### config.mk
export PLATFORM = sky130hd
export DESIGN_NAME = pipe_adder_flat
export DESIGN_NICKNAME = d
export VERILOG_FILES = /design/src/rtl/pipe_adder_pkg.sv /design/src/rtl/pipe_adder_if.sv /design/src/rtl/adder_slice.sv /design/src/rtl/full_adder.sv /design/src/rtl/pipe_adder.sv /design/src/flat_wrapper.sv
export SDC_FILE = /design/constraint.sdc
export NUM_CORES = 1
export LEC_CHECK = 0
export BUFFER_PORTS_ARGS = -buffer_cell sky130_fd_sc_hd__buf_2
export CAP_MARGIN = 25
export CORE_MARGIN = 2
export CORE_UTILIZATION = 51
export DETAILED_ROUTE_END_ITERATION = 8
export PLACE_DENSITY = 0.73
export SYNTH_ARGS = -nofsm -noshare
export SYNTH_HDL_FRONTEND = slang
export SYNTH_HIERARCHICAL = 1
export SYNTH_SLANG_ARGS = --single-unit
### constraint.sdc
create_clock -name clk -period 2.3 [get_ports clk]
set_input_delay 0.46 -clock clk [delete_from_list [all_inputs] [get_ports clk]]
set_output_delay 0.46 -clock clk [all_outputs]
set_load 0.05 [all_outputs]
### src/rtl/pipe_adder_pkg.sv
// pipe_adder_pkg: shared definitions for the pipelined adder.
//   slice_width() - bits handled by one pipeline stage (WIDTH / STAGES)
//   cfg_ok()      - legality of a WIDTH/STAGES pair, checked at elaboration
//   stage_t       - per-stage pipeline record (valid, carry, sum, operands)
// Record fields are sized to MaxWidth; WIDTH must not exceed it. Unused upper
// bits stay zero and are trimmed by synthesis.
package pipe_adder_pkg;

   localparam int unsigned MaxWidth = 64;

   function automatic int unsigned slice_width(input int unsigned width,
                                               input int unsigned stages);
      return (stages == 0) ? width : width / stages;
   endfunction

   function automatic bit cfg_ok(input int unsigned width, input int unsigned stages);
      return (stages >= 1) && (width >= stages) && ((width % stages) == 0) &&
             (width <= MaxWidth);
   endfunction

   // sum holds the already-added low slices (deskew); opa/opb still carry the
   // not-yet-added high slices (skew).
   typedef struct packed {
      logic                valid;
      logic                carry;
      logic [MaxWidth-1:0] sum;
      logic [MaxWidth-1:0] opa;
      logic [MaxWidth-1:0] opb;
   } stage_t;

endpackage

### src/rtl/pipe_adder_if.sv
// pipe_adder_if: operand/result handshake bundle for pipe_adder.
//   in_valid/in_ready   - operand transfer (A, B, Cin)
//   out_valid/out_ready - result transfer (S, Cout, Ovf)
//   master - operand producer / result consumer side
//   slave  - the adder
// Ovf exists only when PIPE_ADDER_OVF_EN is defined.
interface pipe_adder_if #(
   parameter int unsigned WIDTH = 16
);
   logic             in_valid;
   logic             in_ready;
   logic [WIDTH-1:0] A;
   logic [WIDTH-1:0] B;
   logic             Cin;
   logic             out_valid;
   logic             out_ready;
   logic [WIDTH-1:0] S;
   logic             Cout;
`ifdef PIPE_ADDER_OVF_EN
   logic             Ovf;
`endif

   modport master (
      output in_valid, A, B, Cin, out_ready,
`ifdef PIPE_ADDER_OVF_EN
      input  Ovf,
`endif
      input  in_ready, out_valid, S, Cout
   );

   modport slave (
      input  in_valid, A, B, Cin, out_ready,
`ifdef PIPE_ADDER_OVF_EN
      output Ovf,
`endif
      output in_ready, out_valid, S, Cout
   );

endinterface

### src/rtl/adder_slice.sv
// adder_slice: WIDTH-bit combinational ripple-carry adder built from full_adder.
//   A, B - addends
//   Cin  - carry-in
//   S    - sum (WIDTH bits)
//   Cout - carry-out of the top bit
module adder_slice #(
   parameter int unsigned WIDTH = 4
) (
   input  logic [WIDTH-1:0] A,
   input  logic [WIDTH-1:0] B,
   input  logic             Cin,
   output logic [WIDTH-1:0] S,
   output logic             Cout
);
   // Carries are kept per-bit in each generate scope so the ripple chain is
   // not a self-dependent vector.
   for (genvar i = 0; i < WIDTH; i++) begin : g_bit
      logic ci;
      logic co;
      if (i == 0) begin : g_lsb
         assign ci = Cin;
      end else begin : g_rest
         assign ci = g_bit[i-1].co;
      end
      full_adder u_fa (
         .a   (A[i]),
         .b   (B[i]),
         .cin (ci),
         .s   (S[i]),
         .cout(co)
      );
   end

   assign Cout = g_bit[WIDTH-1].co;
endmodule

### src/rtl/full_adder.sv
// full_adder: single-bit full-adder cell.
//   a, b, cin - addends and carry-in
//   s, cout   - sum and carry-out
module full_adder (
   input  logic a,
   input  logic b,
   input  logic cin,
   output logic s,
   output logic cout
);
   assign s    = a ^ b ^ cin;
   assign cout = (a & b) | (cin & (a ^ b));
endmodule

### src/rtl/pipe_adder.sv
// pipe_adder: elastic, pipelined WIDTH-bit ripple-carry adder.
// Operands are split into STAGES slices of SLICE = WIDTH/STAGES bits; stage k
// adds slice k using the carry registered by stage k-1, so carry ripples one
// slice per clock. Latency STAGES, throughput one op per cycle.
//   clk, rst_n - clock, asynchronous active-low reset
//   bus        - pipe_adder_if.slave: in_valid/in_ready/A/B/Cin,
//                out_valid/out_ready/S/Cout (and Ovf)
// Optional: PIPE_ADDER_OVF_EN adds the registered signed-overflow output Ovf.
module pipe_adder
   import pipe_adder_pkg::*;
#(
   parameter int unsigned WIDTH  = 16,
   parameter int unsigned STAGES = 4
) (
   input  logic         clk,
   input  logic         rst_n,
   pipe_adder_if.slave  bus
);
   localparam int unsigned SLICE  = slice_width(WIDTH, STAGES);
   localparam bit          CFG_OK = cfg_ok(WIDTH, STAGES);

   if (!CFG_OK) begin : g_cfg_check
      $error("pipe_adder: WIDTH must be a multiple of STAGES (>=1) and <= MaxWidth");
   end

   stage_t              stage_q [STAGES];
   logic [STAGES-1:0]   valid;
   logic [STAGES-1:0]   adv;
   logic                in_ready;

   // A stage moves its record on when the next stage is empty or moving too;
   // evaluated from the output backwards so in_ready sees the full chain.
   always_comb begin
      adv = '0;
      adv[STAGES-1] = valid[STAGES-1] && bus.out_ready;
      for (int i = int'(STAGES) - 2; i >= 0; i--) begin
         adv[i] = valid[i] && (!valid[i+1] || adv[i+1]);
      end
   end

   assign in_ready     = !valid[0] || adv[0];
   assign bus.in_ready = in_ready;

   for (genvar k = 0; k < STAGES; k++) begin : g_stage
      stage_t           src;
      stage_t           rec_d;
      stage_t           rec_q;
      logic             load;
      logic [SLICE-1:0] a_sl;
      logic [SLICE-1:0] b_sl;
      logic [SLICE-1:0] s_sl;
      logic             c_in;
      logic             c_out;

      if (k == 0) begin : g_first
         assign load = bus.in_valid && in_ready;
         always_comb begin
            src = '0;
            src.opa[WIDTH-1:0] = bus.A;
            src.opb[WIDTH-1:0] = bus.B;
         end
         assign c_in = bus.Cin;
      end else begin : g_rest
         assign load = adv[k-1];
         assign src  = stage_q[k-1];
         assign c_in = stage_q[k-1].carry;
      end

      assign a_sl = src.opa[k*SLICE +: SLICE];
      assign b_sl = src.opb[k*SLICE +: SLICE];

      adder_slice #(
         .WIDTH(SLICE)
      ) u_slice (
         .A   (a_sl),
         .B   (b_sl),
         .Cin (c_in),
         .S   (s_sl),
         .Cout(c_out)
      );

      // Draining without a refill only drops valid; data stays put so the
      // output bus does not glitch between results.
      always_comb begin
         rec_d = rec_q;
         if (load) begin
            rec_d                      = src;
            rec_d.valid                = 1'b1;
            rec_d.carry                = c_out;
            rec_d.sum[k*SLICE +: SLICE] = s_sl;
         end else if (adv[k]) begin
            rec_d.valid = 1'b0;
         end
      end

      always_ff @(posedge clk or negedge rst_n) begin
         if (!rst_n) begin
            rec_q <= '0;
         end else begin
            rec_q <= rec_d;
         end
      end

      assign stage_q[k] = rec_q;
      assign valid[k]   = rec_q.valid;

`ifdef PIPE_ADDER_OVF_EN
      // The top slice still sees the operand MSBs, so overflow is resolved
      // alongside the final sum slice.
      if (k == STAGES - 1) begin : g_ovf
         logic ovf_q;
         always_ff @(posedge clk or negedge rst_n) begin
            if (!rst_n) begin
               ovf_q <= 1'b0;
            end else if (load) begin
               ovf_q <= (a_sl[SLICE-1] == b_sl[SLICE-1]) && (s_sl[SLICE-1] != a_sl[SLICE-1]);
            end
         end
         assign bus.Ovf = ovf_q;
      end
`endif
   end

   assign bus.out_valid = valid[STAGES-1];
   assign bus.S         = stage_q[STAGES-1].sum[WIDTH-1:0];
   assign bus.Cout      = stage_q[STAGES-1].carry;

   // Operand copies and padding in the final record have no consumer.
   logic unused_last_stage;
   assign unused_last_stage = ^stage_q[STAGES-1];

endmodule
### src/flat_wrapper.sv
// flat-port wrapper written by rule: the top's interface ports become plain ports
module pipe_adder_flat import pipe_adder_pkg::*;
#(
   parameter int unsigned WIDTH  = 16,
   parameter int unsigned STAGES = 4
)
  (clk, rst_n, bus_in_valid, bus_A, bus_B, bus_Cin, bus_out_ready, bus_in_ready, bus_out_valid, bus_S, bus_Cout);
  pipe_adder_if #(.WIDTH(WIDTH)) bus_i ();
  input  logic clk;
  input  logic rst_n;
  input wire logic [$bits(bus_i.in_valid)-1:0] bus_in_valid;
  input wire logic [$bits(bus_i.A)-1:0] bus_A;
  input wire logic [$bits(bus_i.B)-1:0] bus_B;
  input wire logic [$bits(bus_i.Cin)-1:0] bus_Cin;
  input wire logic [$bits(bus_i.out_ready)-1:0] bus_out_ready;
  output wire logic [$bits(bus_i.in_ready)-1:0] bus_in_ready;
  output wire logic [$bits(bus_i.out_valid)-1:0] bus_out_valid;
  output wire logic [$bits(bus_i.S)-1:0] bus_S;
  output wire logic [$bits(bus_i.Cout)-1:0] bus_Cout;
  assign bus_i.in_valid = bus_in_valid;
  assign bus_i.A = bus_A;
  assign bus_i.B = bus_B;
  assign bus_i.Cin = bus_Cin;
  assign bus_i.out_ready = bus_out_ready;
  assign bus_in_ready = bus_i.in_ready;
  assign bus_out_valid = bus_i.out_valid;
  assign bus_S = bus_i.S;
  assign bus_Cout = bus_i.Cout;
  pipe_adder #(.WIDTH(WIDTH), .STAGES(STAGES)) u_core (.clk(clk), .rst_n(rst_n), .bus(bus_i));
endmodule
Word-level counts from Yosys, hierarchy flattened
Cells that the tools add are included.
{"block": "word_totals", "register_bits": 144, "latch_bits": 0, "rom_bits": 0, "ramBits": 0, "wordCells": 123, "n_memories": 0}
{"block": "op_classes", "multipliers": 0, "eq_ne": 0, "div_mod_pow": 0, "n_reduce_logical": 17, "mux": 8, "magnitude_cmp": 0, "n_shift": 0, "n_addsub": 0, "bitwise_logic": 80}
{"op": "AND 1 bit", "n": 32}
{"op": "XOR 1 bit", "n": 32}
{"op": "OR 1 bit", "n": 16}
{"op": "two-way mux 1 bit", "n": 8}
{"op": "nonzero test 2 bit", "n": 4}
{"op": "logical AND 1 bit", "n": 5}
{"op": "logical NOT 1 bit", "n": 4}
{"op": "logical OR 1 bit", "n": 4}

Depth between registers and ports, before layout
{"block": "logic_depth", "word_depth": 10, "depth_mapped": 5, "mapped_depth_nobuf": 5}

Hierarchy
The synthesis kept the hierarchy.
{"mod": "pipe_adder", "cells_each": 209, "area_per_inst_um2": 3574.7, "instances": 1}
{"mod": "full_adder", "cells_each": 1, "area_per_inst_um2": 20.0, "instances": 16}

Worst setup path after synthesis
Ideal clock, no wire load.
{"block": "synth_path", "path_type": "input to register", "startpoint": "input bus_A[0]", "endpoint": "register u_core/g_stage[0].rec_q[131] in the netlist's numbering", "cell_stages": 5, "t_arrival_ps": 2311, "setup_slack_ps": -136, "required_time_ps": 2175, "path_buffers": 0, "cell_sequence": "fa_1 > fa_1 > fa_1 > fa_1 > mux2_2"}
{"block": "synth_between", "elab_chain_cells": 8}
{"element": "start: declaration", "line_no": "flat_wrapper.sv:12", "text": "input wire logic [$bits(bus_i.A)-1:0] bus_A;"}
{"element": "XOR 1 bit", "line_no": "full_adder.sv:12", "text": "assign cout = (a & b) | (cin & (a ^ b));"}
{"element": "AND 1 bit", "line_no": "full_adder.sv:12"}
{"element": "OR 1 bit (*)", "line_no": "full_adder.sv:12"}
{"element": "AND 1 bit (*)", "line_no": "full_adder.sv:12"}
{"element": "OR 1 bit (*)", "line_no": "full_adder.sv:12"}
{"element": "net u_core.g_stage[0].u_slice.g_bit[1].co", "line_no": "adder_slice.sv:19", "text": "logic co;"}
{"element": "AND 1 bit (*)", "line_no": "full_adder.sv:12"}
{"element": "OR 1 bit (*)", "line_no": "full_adder.sv:12"}
{"element": "net u_core.g_stage[0].u_slice.g_bit[2].co", "line_no": "adder_slice.sv:19"}
{"element": "XOR 1 bit (*)", "line_no": "full_adder.sv:11", "text": "assign s = a ^ b ^ cin;"}
{"element": "net u_core.g_stage[0].s_sl[3]", "line_no": "pipe_adder.sv:51", "text": "logic [SLICE-1:0] s_sl;"}
{"element": "end signal: assignment", "line_no": "pipe_adder.sv:100", "text": "rec_q <= rec_d;"}
{"element": "end: declaration", "line_no": "pipe_adder.sv:47", "text": "stage_t rec_q;"}
Mark *: on every way through the listed nets, which the timed path passes. The rest lies on a longest branch.
A chain may end at the register's enable or synchronous reset.

Final worst setup path
{"block": "layout_path", "startpoint": "register u_core/g_stage[2].rec_q[76] in the netlist's numbering", "endpoint": "register u_core.g_stage[3].rec_q, in the netlist u_core/bus.S[15]"}
{"block": "layout_between", "elab_chain_cells": 8}
{"element": "start: declaration", "line_no": "pipe_adder.sv:47"}
{"element": "start signal: assignment", "line_no": "pipe_adder.sv:100"}
{"element": "XOR 1 bit", "line_no": "full_adder.sv:12"}
{"element": "AND 1 bit", "line_no": "full_adder.sv:12"}
{"element": "OR 1 bit (*)", "line_no": "full_adder.sv:12"}
{"element": "net u_core.g_stage[3].u_slice.g_bit[0].co", "line_no": "adder_slice.sv:19"}
{"element": "AND 1 bit (*)", "line_no": "full_adder.sv:12"}
{"element": "OR 1 bit (*)", "line_no": "full_adder.sv:12"}
{"element": "net u_core.g_stage[3].u_slice.g_bit[1].co", "line_no": "adder_slice.sv:19"}
{"element": "AND 1 bit (*)", "line_no": "full_adder.sv:12"}
{"element": "OR 1 bit (*)", "line_no": "full_adder.sv:12"}
{"element": "net u_core.g_stage[3].u_slice.g_bit[2].co", "line_no": "adder_slice.sv:19"}
{"element": "XOR 1 bit (*)", "line_no": "full_adder.sv:11"}
{"element": "net u_core.g_stage[3].s_sl[3]", "line_no": "pipe_adder.sv:51"}
{"element": "end signal: assignment", "line_no": "pipe_adder.sv:100"}
{"element": "end: declaration", "line_no": "pipe_adder.sv:47"}
Marked as above.

==> flow_summary.json <==
{
  "synth_seq_area_share_pct": 61.7,
  "die_w_um": 91.4,
  "cpMaxStageDelayCell": "dfrtp_1",
  "synth.distinct_cells": 16,
  "crit_type": "register to register",
  "hold_violations": 0,
  "p_sw_w": 0.00191,
  "leakage_nw": 1.99,
  "grt_pass1_wl_um": 10400,
  "drt_iter0_markers": 54,
  "status": "finished, violations left",
  "grt_overflow": 0,
  "hpwl_um": 4400,
  "sequentialPowerShare_pct": 46.5,
  "crit_chain": "fa_2 > fa_2 > fa_2 > fa_2 > mux2_2",
  "drive_gt1_share_pct": 60.3,
  "drt-vias-per-instance": 5.06,
  "worstReg2RegEnd": "u_core/bus.S[15]$_DFFE_PN0P_",
  "crit_arrival_ns": 2.55,
  "crit_path_max_fanout": 2,
  "place_ws_ns": -0.191,
  "rsz0062_at_grt": "true",
  "antenna_found_initial": 0,
  "routed_wl_um": 6010,
  "min_period_over_period_pct": 100,
  "crit_start": "u_core/g_stage[2].rec_q[76]$_DFFE_PN0P_",
  "cts_hold_buf": 0,
  "end_kind": "register",
  "power_density_mw_per_mm2": 1240,
  "grt_pass1_vias": 2168,
  "cts_root_buf": "clkbuf_8",
  "via_count": 1992,
  "r2r_setup_slack_ns": -0.002,
  "final_max_slew_viol_count": 0,
  "slowest_delay_ns": 0.41,
  "critPathCapture": "u_core/bus.S[15]$_DFFE_PN0P_",
  "area_growth_pct": 17.1,
  "skew_ns": 0.00678,
  "critPathRequiredTime_ns": 2.55,
  "place_area_sq_mm": 0.00434,
  "drcViolationCount": 0,
  "routabilityCongestion": 0.775,
  "cts_inserted_buffers": 9,
  "power.internal_w": 0.00372,
  "slew_headroom_pct": 68.5,
  "numPortBuffers": 55,
  "violations": "setup timing",
  "p_sw_share_pct": 34.0,
  "max-cap-violations": 0,
  "core_area_sq_mm": 0.00733,
  "ioPinCount": 56,
  "yosysWarnings": 6,
  "stdcell_area_sq_mm": 0.00456,
  "die_area_sq_mm": 0.00835,
  "ant_nets": 0,
  "path_clk_slew_ns": 0.09,
  "die-height_um": 91.4,
  "grt_usage_pct": 16.4,
  "power_frac_comb_pct": 33.2,
  "cts_max_level": 3,
  "power_w": 0.00564,
  "min_period_ns": 2.30,
  "wl_per_cell_um": 15.3,
  "clock_sinks": 96,
  "ir_drop_mv": 0.431,
  "worstReg2RegStart": "u_core/g_stage[2].rec_q[76]$_DFFE_PN0P_",
  "core.rowCount": 31,
  "postSynthAreaPerCell_sq_um": 17.3,
  "antenna_cells": 0,
  "crit_top_cell": "fa_2",
  "syn_nets": 278,
  "hold_class": "input pin to asynchronous set/reset pin",
  "tritoncts": "done",
  "grt_max_degree": 50,
  "worst_pin_slew_ns": 0.471,
  "p_clk_share_pct": 20.3,
  "synthCells": 225,
  "syn_area_sq_mm": 0.00389,
  "rr_worst_depth": 5,
  "start_util_pct": 53.1,
  "clock_path_buffers": 2,
  "clock_latency_ns": 0.35,
  "fmax_ghz": 0.434,
  "setup_viol": 1,
  "cp-start-kind": "register",
  "fin_ws_ns": -0.00181,
  "synth-seq-cells": 96,
  "drt_pass1_iterations": 2,
  "fin_nets": 344
}
-- cell usage in the layout (no fill, tap or decap), types with 3 or more instances in the layout --
| cell | synthesis | final |
|---|---|---|
| dfrtp_1 | 96 | 96 |
| buf_4 | 3 | 8 |
| clkbuf_1 | 0 | 3 |
| mux2_2 | 82 | 82 |
| mux2_1 | 10 | 10 |
| fa_2 | 0 | 15 |
| buf_2 | 4 | 54 |
| clkbuf_8 | 0 | 9 |
-- cells in the mapped netlist, drive strengths merged --
master | n | area (sq um)
o21ai | 2 | 13.8
fa | 16 | 320
buf | 8 | 53.8
or2 | 1 | 6.26
nand2b | 2 | 12.5
nand2 | 4 | 20.0
nand4b | 1 | 15.0
inv | 2 | 7.51
o21bai | 1 | 7.51
dfrtp | 96 | 2400
mux2 | 92 | 1040
-- repair_timing --
| action | in CTS | in global routing |
|---|---|---|
| endpoints found under the setup margin | 6 | 6 |
| resized for setup | 3 | 3 |
| buffers inserted | 0 | 0 |
| pin swaps | 1 | 0 |
-- area by class of cell --
type,count,area (sq um)
well taps,99,124
flip-flops and latches,96,2400
clock buffers,12,135
repair buffers,63,350
multi-input cells,119,1470
fillers,558,2770
clock inverters,3,67.6
inverters,2,7.51
-- power by group through the flow --
stage / clock network [W] / registers (W) / logic (W)
after floorplan: 0 / 0.00312 / 0.000904
after global placement: 0 / 0.00264 / 0.00182
after detailed placement: 0 / 0.00266 / 0.00190
after CTS: 0.00117 / 0.00263 / 0.00190
after global routing: 0.00125 / 0.00271 / 0.00205
final: 0.00115 / 0.00262 / 0.00187
-- state kept, by name, summed over array words and instances, names as in the netlist --
| register | flops |
|---|---|
| u_core/bus.Cout | 1 |
| u_core/g_stage.c_in | 3 |
| u_core/bus.out_valid | 1 |
| u_core/g_stage.rec_q | 75 |
| u_core/bus.S | 16 |
-- worst max-delay path: cells and delay by family (launching register included) --
family,cells,cell delay (ns)
DFF,1,0.41
muxes,1,0.26
adders and majority gates,4,1.53
-- per-stage QoR --
step | cells | TNS [ns] | utilization, % | hold slack, ns
after CTS | 394 | -0.0503 | 62.1 | 0.0497
after global placement | 379 | -0.380 | 59.2 | 0.438
after global routing | 394 | -0.122 | 62.2 | 0.0754
after detailed placement | 379 | -0.601 | 59.2 | 0.440
after floorplan | 225 | -0.0288 | - | 0.164
final | 394 | -0.00181 | 62.2 | 0.0489
-- logic make-up (layout without fill, tap and decap cells) --
kind of cell    count (synthesis)  count (layout)  share of synthesized area [%]
compound gates                  3               3                          0.546
fa+ha+maj                      16              16                           8.22
buf+inv                        10              80                           1.57
flops                          96              96                           61.7
mux                            92              92                           26.6
simple gates                    8               8                           1.38
-- worst min path at each step --
stage / startpoint / to / slack (ns) / cells after the start
3_5_place_dp: rst_n / u_core/g_stage[2].rec_q[77]$_DFFE_PN0P_ / 0.44 / 1
5_1_grt: rst_n / u_core/g_stage[0].rec_q[76]$_DFFE_PN0P_ / 0.08 / 1
2_1_floorplan: rst_n / u_core/bus.Cout$_DFFE_PN0P_ / 0.16 / 0
4_1_cts: rst_n / u_core/g_stage[2].rec_q[77]$_DFFE_PN0P_ / 0.05 / 1
6_report: rst_n / u_core/g_stage[1].rec_q[77]$_DFFE_PN0P_ / 0.05 / 1
3_3_place_gp: rst_n / u_core/g_stage[2].rec_q[77]$_DFFE_PN0P_ / 0.44 / 1
-- layer usage --
metal,track usage (%),vias to the layer above,wire (um)
li1,-,916,-
met5,0,-,0
met4,8.59,0,145
met1,21.2,1027,2580
met2,26.5,37,3050
met3,3.15,12,240
No activity file was read; power rests on OpenSTA's default activity.
